## src/rtl/pcie_egress_pkg.sv

```systemverilog
// Shared types and constants for the egress drain stage and its round-robin selector.
package pcie_egress_pkg;

  typedef enum logic [1:0] {
    IDLE  = 2'd0,
    POP   = 2'd1,
    LATCH = 2'd2,
    SEND  = 2'd3
  } egress_state_t;

  localparam int unsigned NUM_FIFOS = 4;
  localparam logic [2:0]  IDX_BASE  = 3'd4;
  localparam logic [1:0]  PTR_RESET = 2'd3;

  function automatic logic [NUM_FIFOS-1:0] fifo_onehot(input logic [1:0] sel);
    return NUM_FIFOS'(1) << sel;
  endfunction

endpackage

```

## src/rtl/rr_selector.sv

```systemverilog
// Combinational round-robin arbiter: grants the first requester strictly after ptr, wrapping 3->0.
module rr_selector
  import pcie_egress_pkg::*;
(
  input  logic [NUM_FIFOS-1:0] req,
  input  logic [1:0]           ptr,
  output logic [1:0]           grant,
  output logic                 any
);

  logic [1:0] w_cand;

  // Scan from farthest to nearest so the closest requester after ptr wins.
  always_comb begin
    grant  = '0;
    w_cand = '0;
    any    = |req;
    for (int unsigned k = NUM_FIFOS; k >= 1; k--) begin
      w_cand = ptr + 2'(k);
      if (req[w_cand]) grant = w_cand;
    end
  end

endmodule

```

## src/rtl/egress_drain.sv

```systemverilog
// Egress drain: round-robin pops from F4..F7, registered valid/ready egress, per-FIFO counters.
// Build option: define EGRESS_CNT_SAT_EN for saturating counters (default wraps).
module egress_drain
  import pcie_egress_pkg::*;
#(
  parameter int unsigned TAMANO_DATOS = 12,
  parameter int unsigned CONTADOR_W   = 5
) (
  input  logic                    clk,
  input  logic                    reset,
  input  logic                    init,
  input  logic                    enable,
  input  logic [NUM_FIFOS-1:0]    empty_in,
  input  logic [TAMANO_DATOS-1:0] data_in4,
  input  logic [TAMANO_DATOS-1:0] data_in5,
  input  logic [TAMANO_DATOS-1:0] data_in6,
  input  logic [TAMANO_DATOS-1:0] data_in7,
  output logic [NUM_FIFOS-1:0]    pop_out,
  output logic [TAMANO_DATOS-1:0] data_out,
  output logic [1:0]              src_out,
  output logic                    valid_out,
  input  logic                    ready_in,
  input  logic                    req,
  input  logic [2:0]              idx,
  output logic [CONTADOR_W-1:0]   cuenta,
  output logic                    cuenta_valid
);

  egress_state_t            r_state;
  logic [1:0]               r_ptr;
  logic [1:0]               r_sel;
  logic [NUM_FIFOS-1:0]     r_pop;
  logic [TAMANO_DATOS-1:0]  r_data;
  logic [1:0]               r_src;
  logic                     r_valid;
  logic [CONTADOR_W-1:0]    r_cnt [NUM_FIFOS];
  logic [CONTADOR_W-1:0]    r_cuenta;
  logic                     r_cuenta_valid;

  logic [1:0]               w_grant;
  logic                     w_any;
  logic [TAMANO_DATOS-1:0]  w_data_sel;
  logic                     w_inc;
  logic [CONTADOR_W-1:0]    w_cnt_next;

  rr_selector u_rr (
    .req   (~empty_in),
    .ptr   (r_ptr),
    .grant (w_grant),
    .any   (w_any)
  );

  always_comb begin
    w_data_sel = '0;
    case (r_sel)
      2'd0:    w_data_sel = data_in4;
      2'd1:    w_data_sel = data_in5;
      2'd2:    w_data_sel = data_in6;
      default: w_data_sel = data_in7;
    endcase
  end

  always_ff @(posedge clk or posedge reset) begin
    if (reset) begin
      r_state <= IDLE;
      r_ptr   <= PTR_RESET;
      r_sel   <= '0;
      r_pop   <= '0;
      r_data  <= '0;
      r_src   <= '0;
      r_valid <= 1'b0;
    end else begin
      case (r_state)
        IDLE: begin
          if (enable && w_any) begin
            r_sel   <= w_grant;
            r_pop   <= fifo_onehot(w_grant);
            r_state <= POP;
          end
        end
        POP: begin
          r_pop   <= '0;
          r_state <= LATCH;
        end
        LATCH: begin
          r_data  <= w_data_sel;
          r_src   <= r_sel;
          r_valid <= 1'b1;
          r_state <= SEND;
        end
        SEND: begin
          if (ready_in) begin
            r_valid <= 1'b0;
            r_ptr   <= r_sel;
            r_state <= IDLE;
          end
        end
        default: r_state <= IDLE;
      endcase
      // init overrides any pointer update from a same-cycle acceptance.
      if (init) r_ptr <= PTR_RESET;
    end
  end

  assign w_inc = (r_state == SEND) && ready_in;

`ifdef EGRESS_CNT_SAT_EN
  assign w_cnt_next = (r_cnt[r_sel] == '1) ? r_cnt[r_sel] : r_cnt[r_sel] + CONTADOR_W'(1);
`else
  assign w_cnt_next = r_cnt[r_sel] + CONTADOR_W'(1);
`endif

  always_ff @(posedge clk or posedge reset) begin
    if (reset) begin
      for (int unsigned k = 0; k < NUM_FIFOS; k++) r_cnt[k] <= '0;
    end else if (init) begin
      for (int unsigned k = 0; k < NUM_FIFOS; k++) r_cnt[k] <= '0;
    end else if (w_inc) begin
      r_cnt[r_sel] <= w_cnt_next;
    end
  end

  always_ff @(posedge clk or posedge reset) begin
    if (reset) begin
      r_cuenta       <= '0;
      r_cuenta_valid <= 1'b0;
    end else if (req) begin
      if (idx >= IDX_BASE) begin
        r_cuenta       <= r_cnt[idx[1:0]];
        r_cuenta_valid <= 1'b1;
      end else begin
        r_cuenta       <= '0;
        r_cuenta_valid <= 1'b0;
      end
    end else begin
      r_cuenta_valid <= 1'b0;
    end
  end

  assign pop_out      = r_pop;
  assign data_out     = r_data;
  assign src_out      = r_src;
  assign valid_out    = r_valid;
  assign cuenta       = r_cuenta;
  assign cuenta_valid = r_cuenta_valid;

endmodule

```

## config.mk

```make
export PLATFORM = sky130hd
export DESIGN_NAME = egress_drain
export DESIGN_NICKNAME = d
export VERILOG_FILES = /design/src/rtl/pcie_egress_pkg.sv /design/src/rtl/rr_selector.sv /design/src/rtl/egress_drain.sv
export SDC_FILE = /design/constraint.sdc
export NUM_CORES = 1
export LEC_CHECK = 0
export CAP_MARGIN = 20
export CELL_PAD_IN_SITES_DETAIL_PLACEMENT = 1
export CELL_PAD_IN_SITES_GLOBAL_PLACEMENT = 2
export CORE_ASPECT_RATIO = 0.75
export CORE_MARGIN = 2
export CORE_UTILIZATION = 27
export CTS_CLUSTER_SIZE = 20
export DETAILED_ROUTE_END_ITERATION = 7
export HOLD_SLACK_MARGIN = 0.06
export MAX_ROUTING_LAYER = met4
export PLACE_DENSITY_LB_ADDON = 0.1
export SLEW_MARGIN = 0
export SYNTH_ARGS = -nofsm -noshare
export SYNTH_HDL_FRONTEND = slang
export SYNTH_HIERARCHICAL = 1
export SYNTH_SLANG_ARGS = --single-unit
```

## constraint.sdc

```tcl
create_clock -name clk -period 1.9 [get_ports clk]
set_clock_uncertainty 0.15 [all_clocks]
set_input_delay 0.19 -clock clk [delete_from_list [all_inputs] [get_ports clk]]
set_output_delay 0.19 -clock clk [all_outputs]
set_load 0.005 [all_outputs]
```

# Word-level counts from Yosys, hierarchy flattened
# Cells that the tools add are included.
[classes]
addsub = 4
mul = 0
n_div = 0
n_lt_le_gt_ge = 8
eq_ne = 7
shift = 1
mux = 37
bitwise = 3
n_reduce_logical = 16
[ops]
columns = ["cell", "n"]
rows = [
  ["$mux W20", 2],
  ["$pmux W12 S3", 1],
  ["$mux W5", 6],
  ["$bmux W5 S2", 2],
  ["$bwmux W20", 1],
  ["$mux W2", 9],
  ["$lt A2 B3 Y1 const B", 4],
  ["$demux W5 S2", 1],
  ["$reduce_and A2 Y1", 5],
  ["$reduce_bool A2 Y1", 5],
  ["$ge A3 B3 Y1 const B", 3],
  ["$bmux W1 S2", 4],
  ["$pmux W2 S4", 1],
  ["$pmux W4 S2", 1],
  ["$mux W1", 7],
  ["$eq A2 B2 Y1 const B", 3],
  ["$not A2 Y3", 2],
  ["$add A5 B1 Y5 const B", 1],
  ["$add A2 B2 Y2 const B", 2],
  ["$eq A2 B1 Y1 const B", 2],
  ["$logic_not A2 Y1", 2],
  ["$mux W4", 1],
  ["$ne A2 B2 Y1 const B", 2],
  ["$not A4 Y4", 1],
  ["other kinds (6)", 8],
]
[word_totals]
reg_bits = 51
latchBits = 0
mem_bits_rw = 0
rom_bits = 0
in_bits = 61
output_inout_bits = 25
n_memories = 0

# Depth between registers and ports, before layout
# Gate-level depths: netlist of run 1.
[depth]
depth_word = 10
depth_mapped = 7
depth_no_buf = 7

# Cells and area by module
# The synthesis of run 1 kept the hierarchy.
[by_module_without_submodules]
columns = ["mod", "instances", "cells_per_inst", "area_per_inst_um2"]
rows = [
  ["egress_drain", 1, 207, 2728.9],
  ["rr_selector", 1, 14, 91.3],
]

# Worst setup path before layout of run 1
# OpenSTA, ideal clock, no wires.
[synth_path]
path_kind = "register to register"
from = "register r_sel[0]"
to = "register r_cnt[17] (netlist bit)"
arrival_ns = 1.615
slack_ns = -0.006
stages_incl_launch_ff = 6
synth_period_minus_slack_ns = 1.906
path_cell_list = "dfrtp_1 buf_6 mux4_2 ha_1 xnor2_1 a211oi_1"
[synth_via]
elab_chain_cells = 8
elab_cells_between_ends = 13
[synth_lines]
columns = ["item", "line_no", "rtl"]
rows = [
  ["start: declaration", "egress_drain.sv:31", "logic [1:0] r_sel;"],
  ["start signal: assignment", "egress_drain.sv:76", "r_sel <= w_grant;"],
  ["$not A2 Y3 (implied by the code) (*)", "egress_drain.sv:110, egress_drain.sv:119", ""],
  ["$bmux W5 S2, or another cell as far along", "egress_drain.sv:110", "assign w_cnt_next = r_cnt[r_sel] + CONTADOR_W'(1);"],
  ["$mux W5 (implied by the code) or $logic_and A1 B1 Y1 (tied branches)", "egress_drain.sv:110, egress_drain.sv:119", ""],
  ["$mux W5, on equally long branches", "egress_drain.sv:110, egress_drain.sv:119", ""],
  ["$add A5 B1 Y5 or $demux W5 S2 (tied branches)", "egress_drain.sv:110, egress_drain.sv:119", ""],
  ["$bwmux W20 (*)", "egress_drain.sv:119", "r_cnt[r_sel] <= w_cnt_next;"],
  ["$mux W20 (*)", "egress_drain.sv:118", "end else if (w_inc) begin"],
  ["$mux W20 (*)", "egress_drain.sv:116", "end else if (init) begin"],
  ["end signal: indexed assignment", "egress_drain.sv:119", ""],
  ["end: declaration", "egress_drain.sv:36", "logic [CONTADOR_W-1:0] r_cnt [NUM_FIFOS];"],
]
# Every way passes the cells marked *; elsewhere a longest branch is shown, timed or not. The select of a mux whose other input is x is not followed.
# A chain may end at the register's enable or synchronous reset.

# Worst setup path in the final report of run 1
[layout_path]
from = "register r_sel[0]"
to = "register r_cnt[19] (netlist bit)"
# Same word-level chain as after synthesis.

==> results of run 1 <==
[registers in the layout, indices dropped and copies added (netlist names)]
signal	flops
r_cnt	20
r_sel	2
valid_out	1
data_out	12
r_ptr	2
src_out	2
cuenta	5
cuenta_valid	1
r_state	2
pop_out	4
[per-layer routing]
| layer | up-vias | GRT usage, % | share of wire [%] |
|---|---|---|---|
| met5 | - | - | 0 |
| met4 | 0 | 4.31 | 1.1 |
| met3 | 8 | 4.25 | 7.3 |
| met2 | 67 | 22.1 | 42 |
| met1 | 1122 | 22.0 | 50 |
| li1 | 1033 | - | - |
[critical path, delay by kind of cell, from the launching register on]
kind                       cells  cell delay, ns
adders and majority gates      1            0.20
muxes                          1            0.57
AOI/OAI and AO/OA              1            0.10
xor gates and xnor gates       1            0.21
DFF                            1            0.44
and+or+nand+nor                1            0.10
[layout make-up]
type,count,area share (%)
Sequential cell,51,29.5
Timing Repair Buffer,118,26.7
Multi-Input combinational cell,139,34.3
Tap cell,136,3.92
Clock buffer,6,3.20
Inverter,18,1.56
Clock inverter,2,0.893
[logic make-up after synthesis]
| logic type | after synthesis |
|---|---|
| DFF | 51 |
| muxes | 44 |
| adders and majority gates | 6 |
| buffers and inverters | 31 |
| and+or+nand+nor | 49 |
| xor gates and xnor gates | 5 |
| AOI/OAI and AO/OA | 35 |
[worst min path at each step]
stage,from,end,slack (ns),cells after the start
after global placement,valid_out,valid_out,0.31,2
final,reset,cuenta_valid,0.09,3
after global routing,reset,cuenta[3],0.11,3
after detailed placement,data_out[5],data_out[5],0.35,1
after floorplan,init,r_cnt[18],0.28,3
after CTS,reset,cuenta[2],0.09,3
[per-stage QoR]
stage                     power [W]  setup slack (ns)  utilization (%)  hold slack, ns
after floorplan             0.00275          -0.00387                -           0.277
after global placement      0.00376           -0.0822             40.0           0.314
after detailed placement    0.00381            -0.151             40.0           0.345
after CTS                   0.00496          -0.00981             42.0          0.0933
after global routing        0.00526           -0.0673             42.5           0.108
final                       0.00490           0.00186             42.5          0.0914
[repair_timing]
action / CTS / global route
endpoints found under the hold margin: 0 / 0
setup endpoints to repair: 26 / 18
resized for setup: 7 / 10
pin swaps: 1 / 4
[cells in the mapped netlist, types with 3 or more instances]
| cell | count |
|---|---|
| xnor2_1 | 3 |
| nand3_1 | 3 |
| mux4_1 | 4 |
| o21ai_1 | 3 |
| clkbuf_1 | 7 |
| mux4_2 | 18 |
| buf_2 | 3 |
| dfrtp_1 | 49 |
| mux2i_1 | 5 |
| a21oi_1 | 3 |
| ha_1 | 6 |
| nand2_1 | 8 |
| o32ai_1 | 4 |
| o21ai_0 | 7 |
| inv_1 | 18 |
| nand2b_1 | 3 |
| a211oi_1 | 6 |
| nor2_1 | 19 |
| a22o_1 | 5 |
| mux2_2 | 17 |
[power groups by stage]
stage                     logic (W)  clock network [W]  registers [W]
final                       0.00225            0.00109        0.00157
after global routing        0.00246            0.00118        0.00162
after floorplan             0.00121                  0        0.00154
after detailed placement    0.00223                  0        0.00158
after CTS                   0.00225            0.00113        0.00157
after global placement      0.00220                  0        0.00156
==> metrics.md, run 1 <==
| Metric | Value |
|---|---|
| Outcome | `completed` |
| Vias | `2230` |
| Netlist Area Pre-Place | `2820 µm²` |
| Die Height | `approximately 93 µm` |
| Adder-Cell Fraction of Synth Area | `2.66%` |
| Min Clock Period, post-route | `1.90 ns` |
| Post-Syn Nets | `between 200 and 300` |
| Setup Buffers After CTS | `0` |
| Synth Warn # | `6` |
| Ys async rst share | `100%` |
| Fraction of layout cells with a size suffix above 1 | `about 30%` |
| Part of the power in registers | `31.9%` |
| Highest clock rate | `roughly 530 MHz` |
| R2r setup slk | `0.002 ns` |
| Switching share of total power | `31.0%` |
| Syn avg cell area | `12.8 µm²` |
| Setup TNS | `0 ns` |
| CTS tree | `done` |
| Power share of the combinational group | `between 40% and 50%` |
| Initial Util | `27.6%` |
| Num CTS Buffers | `5` |
| Sequential share of the synthesized area | `45.3%` |
| Power share of the clock group | `22.2%` |
| Ports | `86` |
| Max_slew headroom | `79.3%` |
| Largest cells by area after synthesis | `dfrtp_1 (43%), mux4_2 (14%), mux2_2 (6.8%)` |
| Clock Path Buffers | `2` |
| Final-report hold violation count | `0` |
| # setup viols final | `0` |
| RSZ-0062 raised after global routing | `yes` |
| Top_reg_cell synth | `dfrtp_1` |
| Mean routed wirelength per cell | `17.2 µm` |
| Mux share of post-synthesis cell area | `26.7%` |
| Core ar. | `10200 µm²` |
| DR pass1 iterations | `6` |
| Compound-Gate Fraction of Synth Area | `9.01%` |
| Commonest non-fill, non-tap cell in the layout | `clkdlybuf4s50_1` |
| Setup crit end kind | `flop` |
| CP arrival | `between 1.5 and 2 ns` |
| Routed WL | `8.10 mm` |
| Worst min path class | `primary input to asynchronous set/reset pin` |
| Cell chain of the critical path | `mux4_2, ha_4, nand3_4, xor2_4, o32ai_1` |
| Largest area contributor in the netlist | `dfrtp_1` |
| Leakage | `~1.8 nW` |
| PortBufs | `85` |
| CP max stage delay | `0.57 ns` |
| Setup CP Type | `flop to flop` |
| Total gr overflow | `0` |
| Simple logic cell fraction of the synthesized area | `under 10%` |
| H-tree depth | `2` |
| Post-route cell area | `4340 µm²` |
| First-pass GRT wire length | `13.1 mm` |
| Final #Nets | `400` |
| Clock Sinks | `51` |
| EDFF count, synth | `0` |
| Area delta synth->final | `54.0%` |
| Antenna violations before repair | `0` |
| Fin cells | `470` |
| Commonest non-fill, non-tap cells in the layout | `clkdlybuf4s50_1 (85), dfrtp_1 (48), buf_4 (26)` |
| Root buffer cell | `clkbuf_16` |
| Placed Area | `4080 µm²` |
| Post-Synth XOR/XNOR Area | `2.09%` |
| DR vias/cell | `4.74` |
| Reg clk slew, reported paths | `about 0.07 ns` |
| Final slew viol count | `0` |
| CP startpoint kind | `flop` |
| Period utilisation layout | `roughly 100%` |
| Total die area | `approximately 11000 µm²` |
| P_int | `0.00338 W` |
| Power per Cell Area | `about 1100 nW/µm²` |
| DRC | `0` |
| Area of the multi-input gates | `1490 µm²` |
| Max Cap Violations | `0` |
| Unique masters post-synth | `between 40 and 50` |
| Yosys top cell area share | `43.5%` |
| Post-Synthesis Cells | `221` |
| Hold_buf cts | `0` |
| Chip width | `122 µm` |
| P_sw | `0.00152 W` |
| Largest family of logic cells by synthesized area | `multiplexers` |
| Final Wtd Congestion | `~0.78` |
| # rows | `32` |
| Fillers | `1079` |
| Worst setup endpoint | `r_cnt[19]` |
| Required @ worst endpoint | `between 1.5 and 2 ns` |
| Setup crit start | `r_sel[0]` |
| Max VDD drop | `0.469 mV` |
| Pin count of the biggest net entering global routing | `30` |
| Seq. cell area | `around 1300 µm²` |
| Antenna diode count | `0` |
| FF-to-FF End | `r_cnt[19]` |
| Crit-path slowest cell | `mux4_2` |
| Placed wire-length estimate | `6.10 mm` |
| #FFs+latches synth | `51` |
| GRT Total Usage | `between 15 and 20%` |
| Crit Path Max Fanout | `5` |
| Worst Tran Pin Value | `about 0.3 ns` |
| Worst skew pair latency | `0.30 ns` |
| Vias in the first global route | `2343` |
| DRT iter0 DRCs | `67` |
| Register-to-Register Path Depth | `5` |
| Placed cell count | `462` |
| Final antenna-violating net count | `0` |
| Source of the worst register-to-register timing path | `r_sel[0]` |
(Power assumes the default switching activity.)
==> run 2: changes to the inputs <==
--- a/config.mk
+++ b/config.mk
@@ -16,6 +16,7 @@
 export HOLD_SLACK_MARGIN = 0.06
 export MAX_ROUTING_LAYER = met4
 export PLACE_DENSITY_LB_ADDON = 0.1
+export SKIP_LAST_GASP = 1
 export SLEW_MARGIN = 0
 export SYNTH_ARGS = -nofsm -noshare
 export SYNTH_HDL_FRONTEND = slang
==> results of run 2 <==
Same layout as run 1: the final DEF is identical, and so are final timing and power.
==> run 3: changes to the inputs <==
--- a/config.mk
+++ b/config.mk
@@ -7,10 +7,10 @@
 export LEC_CHECK = 0
 export CAP_MARGIN = 20
 export CELL_PAD_IN_SITES_DETAIL_PLACEMENT = 1
-export CELL_PAD_IN_SITES_GLOBAL_PLACEMENT = 2
+export CELL_PAD_IN_SITES_GLOBAL_PLACEMENT = 1
 export CORE_ASPECT_RATIO = 0.75
 export CORE_MARGIN = 2
-export CORE_UTILIZATION = 27
+export CORE_UTILIZATION = 33
 export CTS_CLUSTER_SIZE = 20
 export DETAILED_ROUTE_END_ITERATION = 7
 export HOLD_SLACK_MARGIN = 0.06
==> metrics.md, run 3 (synthesized netlist as in run 1, its figures left out) <==
| Metric | Value |
|---|---|
| Outcome | `completed (unchanged)` |
| Worst min path class | `primary input to asynchronous set/reset pin (unchanged)` |
| Die Height | `84.1 µm (was 92.5 µm)` |
| Commonest non-fill, non-tap cells in the layout | `clkdlybuf4s50_1 (85), dfrtp_1 (48), mux4_2 (19), nor2_1 (19) (was clkdlybuf4s50_1 (85), dfrtp_1 (48), buf_4 (26))` |
| RSZ-0062 raised after global routing | `yes (unchanged)` |
| Worst Tran Pin Value | `0.450 ns (was 0.309 ns)` |
| Final antenna-violating net count | `0 (unchanged)` |
| Routed WL | `7.89 mm (was 8.10 mm)` |
| Crit Path Max Fanout | `4 (was 5)` |
| CP startpoint kind | `flop (unchanged)` |
| PortBufs | `85 (unchanged)` |
| Total die area | `9310 µm² (was 11300 µm²)` |
| Min Clock Period, post-route | `1.87 ns (was 1.90 ns)` |
| Max Cap Violations | `0 (unchanged)` |
| Final worst slack | `0.0265 ns (was 0.00186 ns)` |
| Clock Path Buffers | `2 (unchanged)` |
| Final #Nets | `390 (was 400)` |
| Highest clock rate | `534 MHz (was 527 MHz)` |
| # setup viols final | `0 (unchanged)` |
| Pre-CTS WS | `-0.102 ns (was -0.151 ns)` |
| Fillers | `909 (was 1079)` |
| Required @ worst endpoint | `1.92 ns (about the same)` |
| Mean routed wirelength per cell | `18.3 µm (was 17.2 µm)` |
| Max_slew headroom | `70.0% (was 79.3%)` |
| Hold_buf cts | `0 (unchanged)` |
| Final-report hold violation count | `0 (unchanged)` |
| Initial Util | `33.6% (was 27.6%)` |
| Power per Cell Area | `1120 nW/µm² (was 1130 nW/µm²)` |
| Total gr overflow | `0 (unchanged)` |
| Pin count of the biggest net entering global routing | `24 (was 30)` |
| Num CTS Buffers | `5 (unchanged)` |
| DR pass1 iterations | `4 (was 6)` |
| Chip width | `111 µm (was 122 µm)` |
| Fraction of layout cells with a size suffix above 1 | `26.2% (was 29.3%)` |
| Final slew viol count | `0 (unchanged)` |
| Register-to-Register Path Depth | `5 (unchanged)` |
| CTS tree | `done (unchanged)` |
| Worst skew pair latency | `0.29 ns (was 0.30 ns)` |
| Period utilisation layout | `98.6% (was 99.9%)` |
| Commonest non-fill, non-tap cell in the layout | `clkdlybuf4s50_1 (unchanged)` |
| Max reg flops | `20 (unchanged)` |
| Setup CP Type | `flop to flop (unchanged)` |
| Top reg by flops | `r_cnt (unchanged)` |
| Met2 routed wirelength | `3.43 mm (was 3.38 mm)` |
| Core ar. | `8380 µm² (was 10200 µm²)` |
| Max layer used | `met4 (unchanged)` |
| Antenna diode count | `0 (unchanged)` |
| Reg clk slew, reported paths | `0.07 ns (about the same)` |
| Setup crit end kind | `flop (unchanged)` |
| First-pass GRT wire length | `13.1 mm (about the same)` |
| Ports | `86 (unchanged)` |
| Vias | `2217 (was 2230)` |
| # rows | `29 (was 32)` |
| Root buffer cell | `clkbuf_16 (unchanged)` |
| CP max stage delay | `0.58 ns (was 0.57 ns)` |
| Met3 Wirelength | `460 µm (was 591 µm)` |
| Vias in the first global route | `2380 (was 2343)` |
| Clock Sinks | `51 (unchanged)` |
| DRT iter0 DRCs | `63 (was 67)` |
| DRC | `0 (unchanged)` |
| Area delta synth->final | `47.9% (was 54.0%)` |
| H-tree depth | `2 (unchanged)` |
| CP arrival | `1.89 ns (was 1.92 ns)` |
| GRT Total Usage | `18.3% (was 15.6%)` |
| DR vias/cell | `5.13 (was 4.74)` |
| Placed wire-length estimate | `6.09 mm (was 6.10 mm)` |
| Final core area utilization | `49.8% (was 42.5%)` |
| Final Wtd Congestion | `0.809 (was 0.785)` |
| Cell chain of the critical path | `buf_6, mux4_2, nand3_4, xor2_4, o32ai_1 (was mux4_2, ha_4, nand3_4, xor2_4, o32ai_1)` |
| Max VDD drop | `0.515 mV (was 0.469 mV)` |
| Leakage | `1.69 nW (was 1.76 nW)` |
| Antenna violations before repair | `0 (unchanged)` |
| Crit-path slowest cell | `mux4_2 (unchanged)` |
| M1 WL | `3.99 mm (was 4.04 mm)` |
==> run 3: cell types whose count changed in the layout (fill, tap and decap cells not counted), sizes merged <==
cell and delta:
buf -10, bufinv -1, clkinv +1, clkinvlp +1
inv -1
==> run 3: cell type report <==
cell class / instances / area, µm² / area share, %
multi-input cells: 139 / 1450 / 34.8
flip-flops and latches: 51 / 1280 / 30.7
repair buffers: 108 / 1080 / 25.9
clock buffers: 6 / 139 / 3.33
well taps: 108 / 135 / 3.24
inverters: 18 / 67.6 / 1.62
clock inverters: 2 / 16.3 / 0.390
==> run 3: power by group <==
part	internal (W)	switching (W)	total (W)
Combinational	0.00131	0.000896	0.00220
Clock	0.000527	0.000398	0.000925
Sequential	0.00137	0.000190	0.00156
==> run 3: worst paths after layout <==
| path | slack (ns) | end | start |
|---|---|---|---|
| min in group clk | 0.34 | valid_out | valid_out |
| max in group asynchronous | 0.96 | r_cnt[1] | reset |
| worst min-delay path | 0.08 | r_cnt[14] | reset |
| worst max-delay path | 0.03 | r_cnt[14] | r_sel[0] |
| worst min register to register | 0.34 | valid_out | valid_out |
| worst max register to register | 0.03 | r_cnt[14] | r_sel[0] |
==> run 3: worst max-delay path: cells and delay by family (launching register included) <==
kind | cells | cell delay (ns)
XOR/XNOR | 1 | 0.21
flip-flops | 1 | 0.43
AND/OR/NAND/NOR | 1 | 0.14
buffers and inverters | 1 | 0.13
AO/OA/AOI/OAI | 1 | 0.11
multiplexers | 1 | 0.58
==> run 3: metal layers <==
layer / GRT usage [%] / up-vias
met5: - / -
met4: 2.50 / 0
met3: 4.50 / 2
met2: 26.5 / 67
met1: 26.7 / 1130
li1: - / 1018
==> run 3: per-stage QoR <==
stage	power [W]	instances	hold slack (ns)	setup TNS (ns)	instance area, µm²
after floorplan	0.00275	221	0.277	-0.00771	2830
after global placement	0.00372	424	0.316	-0.0161	3970
after detailed placement	0.00377	424	0.334	-0.517	3970
after CTS	0.00474	432	0.0957	0	4140
after global routing	0.00502	432	0.129	-0.214	4170
final	0.00469	432	0.0804	0	4170
==> run 3: what timing repair did <==
item                       CTS  global route
buffers inserted             0             0
pin swaps                    1             2
setup endpoints to repair   17            14
resized for setup            4             7
